## src/rtl/vga_timing_monitor.sv

```systemverilog
// VGA receive-side timing monitor: measures line/frame geometry,
// recovers pixel coordinates and tracks lock to expected timing.
module vga_timing_monitor #(
  parameter int unsigned H_TOTAL_EXP = 800,
  parameter int unsigned V_TOTAL_EXP = 525,
  parameter int unsigned H_SYNC_EXP  = 96,
  parameter int unsigned V_SYNC_EXP  = 2,
  parameter int unsigned LOCK_FRAMES = 2
) (
  input  logic        clk,
  input  logic        rst_n,
  input  logic        pix_en,
  input  logic        h_sync_in,
  input  logic        v_sync_in,
  input  logic        de_in,
  output logic [9:0]  pixel_x,
  output logic [9:0]  pixel_y,
  output logic [10:0] h_total,
  output logic [9:0]  v_total,
  output logic        locked,
  output logic        frame_start,
  output logic        timing_err
);

  localparam logic [11:0] H_TOT  = 12'(H_TOTAL_EXP);
  localparam logic [9:0]  V_TOT  = 10'(V_TOTAL_EXP);
  localparam logic [7:0]  H_SW   = 8'(H_SYNC_EXP);
  localparam logic [9:0]  V_SW   = 10'(V_SYNC_EXP);
  localparam logic [3:0]  LOCK_N = 4'(LOCK_FRAMES);

  typedef enum logic [1:0] {
    SEARCH,
    MEASURE,
    LOCKED
  } state_t;

  state_t state, state_n;

  logic        hs_q, vs_q, de_q;
  logic [10:0] hcnt;
  logic [7:0]  hs_w;
  logic [9:0]  vcnt;
  logic [9:0]  vs_w;
  logic        line_seen;
  logic [3:0]  good, good_n;
  logic        frame_bad, frame_bad_n;
  logic        err_n;

  logic        h_fall, h_rise, v_fall, v_rise;
  logic        h_sat;
  logic [11:0] h_len;
  logic [10:0] v_len;
  logic [9:0]  v_meas;
  logic        line_err, frame_err;
  logic [3:0]  good_inc;

  assign h_fall = pix_en & hs_q & ~h_sync_in;
  assign h_rise = pix_en & ~hs_q & h_sync_in;
  assign v_fall = pix_en & vs_q & ~v_sync_in;
  assign v_rise = pix_en & ~vs_q & v_sync_in;

  assign h_sat  = &hcnt;
  assign h_len  = {1'b0, hcnt} + 12'd1;
  // a coincident h fall closes its line into the frame being closed
  assign v_len  = {1'b0, vcnt} + {10'd0, h_fall};
  assign v_meas = v_len[10] ? 10'h3ff : v_len[9:0];

  assign line_err = (h_fall & (h_sat | (h_len != H_TOT)))
                  | (h_rise & (hs_w != H_SW));
  assign frame_err = (v_fall & (v_meas != V_TOT))
                   | (v_rise & (vs_w != V_SW));

  assign good_inc = good + 4'd1;

  always_ff @(posedge clk or negedge rst_n) begin
    if (!rst_n) begin
      hs_q      <= 1'b1;
      vs_q      <= 1'b1;
      de_q      <= 1'b0;
      hcnt      <= '0;
      hs_w      <= '0;
      vcnt      <= '0;
      vs_w      <= '0;
      line_seen <= 1'b0;
      h_total   <= '0;
      v_total   <= '0;
      pixel_x   <= '0;
      pixel_y   <= '0;
    end else if (pix_en) begin
      hs_q <= h_sync_in;
      vs_q <= v_sync_in;
      de_q <= de_in;

      if (h_fall) begin
        h_total <= h_sat ? 11'h7ff : h_len[10:0];
        hcnt    <= '0;
      end else if (!h_sat) begin
        hcnt <= hcnt + 11'd1;
      end

      if (h_rise) begin
        hs_w <= '0;
      end else if (!h_sync_in && !(&hs_w)) begin
        hs_w <= hs_w + 8'd1;
      end

      if (v_fall) begin
        v_total <= v_meas;
        vcnt    <= '0;
      end else if (h_fall && !(&vcnt)) begin
        vcnt <= vcnt + 10'd1;
      end

      if (v_rise) begin
        vs_w <= '0;
      end else if (h_fall && !v_sync_in && !(&vs_w)) begin
        vs_w <= vs_w + 10'd1;
      end

      // de_q holds the sample just before this strobe
      line_seen <= h_fall ? 1'b0 : (line_seen | de_q);

      if (h_fall) begin
        pixel_x <= '0;
      end else if (de_in && !(&pixel_x)) begin
        pixel_x <= pixel_x + 10'd1;
      end

      if (v_fall) begin
        pixel_y <= '0;
      end else if (h_fall && (line_seen | de_q) && !(&pixel_y)) begin
        pixel_y <= pixel_y + 10'd1;
      end
    end
  end

  always_comb begin
    state_n     = state;
    good_n      = good;
    err_n       = 1'b0;
    frame_bad_n = v_fall ? 1'b0 : (frame_bad | line_err | frame_err);
    unique case (state)
      SEARCH: begin
        if (v_fall) begin
          state_n = MEASURE;
          good_n  = '0;
        end
      end
      MEASURE: begin
        if (v_fall) begin
          if (frame_bad | line_err | frame_err) begin
            good_n = '0;
          end else begin
            good_n = good_inc;
            if (good_inc >= LOCK_N) state_n = LOCKED;
          end
        end
      end
      LOCKED: begin
        if (line_err | frame_err) begin
          err_n   = 1'b1;
          good_n  = '0;
          state_n = MEASURE;
        end
      end
      default: state_n = SEARCH;
    endcase
  end

  always_ff @(posedge clk or negedge rst_n) begin
    if (!rst_n) begin
      state       <= SEARCH;
      good        <= '0;
      frame_bad   <= 1'b0;
      locked      <= 1'b0;
      frame_start <= 1'b0;
      timing_err  <= 1'b0;
    end else begin
      state       <= state_n;
      good        <= good_n;
      frame_bad   <= frame_bad_n;
      locked      <= (state_n == LOCKED);
      frame_start <= v_fall;
      timing_err  <= err_n;
    end
  end

endmodule

```

## config.mk

```make
export PLATFORM = sky130hd
export DESIGN_NAME = vga_timing_monitor
export DESIGN_NICKNAME = d
export VERILOG_FILES = /design/src/rtl/vga_timing_monitor.sv
export SDC_FILE = /design/constraint.sdc
export NUM_CORES = 1
export LEC_CHECK = 0
export ABC_AREA = 0
export CELL_PAD_IN_SITES_DETAIL_PLACEMENT = 1
export CELL_PAD_IN_SITES_GLOBAL_PLACEMENT = 1
export CORE_MARGIN = 2
export CORE_UTILIZATION = 25
export CTS_CLUSTER_DIAMETER = 150
export DETAILED_ROUTE_END_ITERATION = 12
export HOLD_SLACK_MARGIN = 0.15
export PLACE_DENSITY = 0.6
export SLEW_MARGIN = 20
export SYNTH_ARGS = -nofsm -noshare
export SYNTH_HDL_FRONTEND = slang
export SYNTH_SLANG_ARGS = --single-unit
```

## constraint.sdc

```tcl
create_clock -name clk -period 7.5 [get_ports clk]
set_input_delay 0.75 -clock clk [delete_from_list [all_inputs] [get_ports clk]]
set_output_delay 0.75 -clock clk [all_outputs]
set_load 0.03 [all_outputs]
```

==> key figures <==
Placement
  • Number of port buffers: 49
  • Post-detailed-placement half-perimeter wirelength: ~8.9 mm
  • Global placer's final weighted congestion: 0.849
  • Placed Area: between 5000 and 6000 um2

Critical path
  • Startpoint class of the critical path: input pin
  • Data arrival time at the worst-slack endpoint: just over 4 ns
  • Required time of the worst setup path: ~7.8 ns
  • Critical path class: input pin to flop
  • R2r startpoint: hcnt[0]
  • Category of the worst setup path capture point: flop
  • Biggest fanout along the worst timing path: 11
  • Worst Setup SP: pix_en

Detailed routing
  • Average detailed-routed wire length per instance: 14.8 um
  • Number of optimization iterations in the first detailed-route pass: 4
  • Remaining DRCs: 0
  • Wire length reported by the detailed router: 12.4 mm
  • Antenna violation net count after detailed routing: 0
  • Detailed-route vias per instance: approximately 4.7
  • Via count: just under 4000
  • Iteration-0 DRC Markers: a little under 200

Power
  • Leak Pwr: ~0.0025 uW
  • VDD IR-drop max: around 0.00012 V
  • Power density over cell area: about 260 nW/um2
  • Total power: 1550 uW

Synthesis
  • Post-synthesis sequential element count: 94
  • Gate Count Post-Synth: 532
  • Most used flip-flop cell after synthesis: sky130_fd_sc_hd__dfrtp_1
  • Fraction of registers with async set/reset: 1.00
  • Cell area after synthesis: about 5000 um2
  • Post-synth EDFFs: 0
  • Mapped Nets: 551
  • Cell variety after synth: between 60 and 70
  • Seq/Total Area, Yosys: 0.470
  • Number of synthesis warnings: 0
  • Mapped Avg Cell Area: ~9.4 um2

Timing
  • Part of the cycle the worst path needs: 0.499
  • Setup Skew: between 0.01 and 0.015 ns
  • Setup-failing EPs final: 0
  • Setup total negative slack: 0 ns
  • Setup repair after global routing missed its margin: false
  • Transition at the pin with the smallest max-transition slack: 0.955 ns
  • Slew margin rel.: 0.359
  • Time the worst path needs with I/O delays and setup: approximately 3.7 ns
  • Fin. max-slew vios: 0
  • Highest achievable clock rate: 267 MHz
  • Worst hold slack across all endpoints: about 0.31 ns
  • Number of hold violations in the final report: 0

Floorplan
  • Core outline area: between 15000 and 20000 um2
  • Number of core rows: roughly 50
  • Number of top-level pins: 50
  • Area of the die: around 21000 um2
  • Die X-Extent: between 100 and 150 um
  • Vertical die dimension: around 150 um
  • Initial Utilization: 0.256

Worst hold path
  • Path type of the worst min-delay path: input pin to async pin

Layout
  • Count of nets after finishing: slightly below 600
  • Fraction of final layout cells with drive strength greater than 1: 0.0577
  • Synthesis-to-layout area growth: 19.9%
  • Finished Cell Area: between 6000 and 7000 um2
  • Number of antenna repair diodes: 0
  • Fillers: between 2000 and 2500

Clock tree
  • Clock buffer count from CTS: 9
  • Buffer count from post-CTS setup fixing: 0
  • Maximum clock path buffer count: 2
  • Post-CTS Resized: 0
  • Clock edge transition at the registers on the reported setup and hold paths: approximately 0.07 ns
  • Buffer cell driving the clock tree root: sky130_fd_sc_hd__clkbuf_16
  • # clock sinks: 94
  • Clk Latency, worst-skew pair: ~0.35 ns
  • Hold buffers post-CTS: 0
  • CTS tree: done
  • H-tree levels: 3

Global routing
  • Number of antenna violations at the first check in global routing: 0
  • Total routing usage reported by global routing: 0.122
  • Wire length of the first global-routing pass: around 21 mm
  • Largest net degree at the start of global routing: 72
  • Vias in the first global route: 4170
  • Overflow after GRT: 0

Outcome
  • Run status: completed

Job
  • Number of max-cap violations: 0
[sequential cells by signal (all words and copies together), names as in the netlist]
register     count
h_total         11
hcnt            11
pixel_x         10
pixel_y         10
v_total         10
vcnt            10
vs_w            10
hs_w             8
good             4
state            2
de_q             1
frame_bad        1
frame_start      1
hs_q             1
line_seen        1
locked           1
timing_err       1
vs_q             1
[worst max-delay path, stage by stage]
cell and delay [ns]:
sky130_fd_sc_hd__clkdlybuf4s50_1 0.71, sky130_fd_sc_hd__nand3b_1 0.30, sky130_fd_sc_hd__clkinv_1 0.13, sky130_fd_sc_hd__ha_1 0.19, sky130_fd_sc_hd__ha_1 0.30, sky130_fd_sc_hd__and4_1 0.39, sky130_fd_sc_hd__nor3_1 0.08, sky130_fd_sc_hd__a41o_1 0.21
sky130_fd_sc_hd__o211ai_1 0.29, sky130_fd_sc_hd__nand2_1 0.29, sky130_fd_sc_hd__a31oi_1 0.24, sky130_fd_sc_hd__o21a_1 0.14
[kinds of logic (layout without fill, tap and decap cells)]
family,after synthesis,in the layout,share of synthesized area
flip-flops,94,94,0.470
buffers and inverters,50,90,0.0437
AO/OA/AOI/OAI,90,90,0.116
AND/OR/NAND/NOR,220,220,0.223
XOR/XNOR,57,57,0.0996
adder cells (fa/ha/maj),13,13,0.0324
multiplexers,8,8,0.0162
[cells in the mapped netlist (3+ instances only)]
library cell / count / area (um2)
sky130_fd_sc_hd__buf_2: 4 / 20.0
sky130_fd_sc_hd__nand3_1: 23 / 115
sky130_fd_sc_hd__nand4_1: 18 / 113
sky130_fd_sc_hd__nand2_1: 37 / 139
sky130_fd_sc_hd__ha_1: 13 / 163
sky130_fd_sc_hd__and3_1: 11 / 68.8
sky130_fd_sc_hd__o2111ai_1: 4 / 35.0
sky130_fd_sc_hd__dfrtp_1: 92 / 2300
sky130_fd_sc_hd__xnor2_1: 27 / 236
sky130_fd_sc_hd__o31ai_1: 3 / 22.5
sky130_fd_sc_hd__a31oi_1: 8 / 50.1
sky130_fd_sc_hd__or3_1: 9 / 56.3
sky130_fd_sc_hd__inv_1: 21 / 78.8
sky130_fd_sc_hd__and4_1: 3 / 26.3
sky130_fd_sc_hd__nand3b_1: 3 / 22.5
sky130_fd_sc_hd__nand4b_1: 3 / 26.3
sky130_fd_sc_hd__mux2i_1: 7 / 70.1
sky130_fd_sc_hd__and2_1: 5 / 31.3
sky130_fd_sc_hd__clkbuf_1: 18 / 67.6
sky130_fd_sc_hd__nor2_1: 78 / 293
sky130_fd_sc_hd__xor2_1: 30 / 263
sky130_fd_sc_hd__o21ai_0: 17 / 85.1
sky130_fd_sc_hd__a21oi_1: 33 / 165
sky130_fd_sc_hd__buf_4: 3 / 22.5
sky130_fd_sc_hd__nor3_1: 13 / 65.1
[final timing paths]
kind,endpoint,slack [ns],depth (start not counted)
min reg2reg,v_total[8],0.49,1
max in group asynchronous,vcnt[2],5.99,2
max reg2reg,good[2],4.34,8
max,state[0],3.76,12
min,vs_w[4],0.31,1
min in group clk,v_total[8],0.49,1
[per-layer routing]
| layer | GRT usage | vias up | share of wire |
|---|---|---|---|
| met5 | 0 | - | 0 |
| met4 | 0.0353 | 0 | 0.011 |
| met3 | 0.0266 | 8 | 0.028 |
| met2 | 0.196 | 44 | 0.47 |
| met1 | 0.165 | 1990 | 0.49 |
| li1 | - | 1921 | - |
[power breakdown]
group / total [uW] / internal, uW / switching, uW
registers: 684 / 584 / 101
logic: 398 / 169 / 229
clock network: 463 / 260 / 203
[cell type report]
type,count,area [um2],share of cell area
Clock inverter,5,60.1,0.00999
Clock buffer,11,233,0.0387
Sequential cell,94,2350,0.392
Multi-Input combinational cell,388,2440,0.406
Inverter,22,82.6,0.0137
Timing Repair Buffer,52,510,0.0849
Tap cell,265,332,0.0551
[stage by stage]
| step | utilization | instances | setup slack, ns |
|---|---|---|---|
| floorplan | - | 532 | 4.11 |
| global placement | 0.292 | 821 | 3.57 |
| detailed placement | 0.292 | 821 | 3.39 |
| CTS | 0.307 | 837 | 3.76 |
| global route | 0.307 | 837 | 3.41 |
| finish | 0.307 | 837 | 3.76 |
[cells in the final DEF, fill, tap and decap left out, types with 13 or more instances in the layout]
cell and n:
sky130_fd_sc_hd__xor2_1 30, sky130_fd_sc_hd__nor3_1 13, sky130_fd_sc_hd__dfrtp_1 92, sky130_fd_sc_hd__a21oi_1 33
sky130_fd_sc_hd__nand2_1 37, sky130_fd_sc_hd__nand4_1 18, sky130_fd_sc_hd__nor2_1 78, sky130_fd_sc_hd__nand3_1 23
sky130_fd_sc_hd__xnor2_1 27, sky130_fd_sc_hd__clkdlybuf4s50_1 48, sky130_fd_sc_hd__inv_1 21, sky130_fd_sc_hd__ha_1 13
sky130_fd_sc_hd__o21ai_0 17
Note: power is estimated with default switching activity, not from simulation.
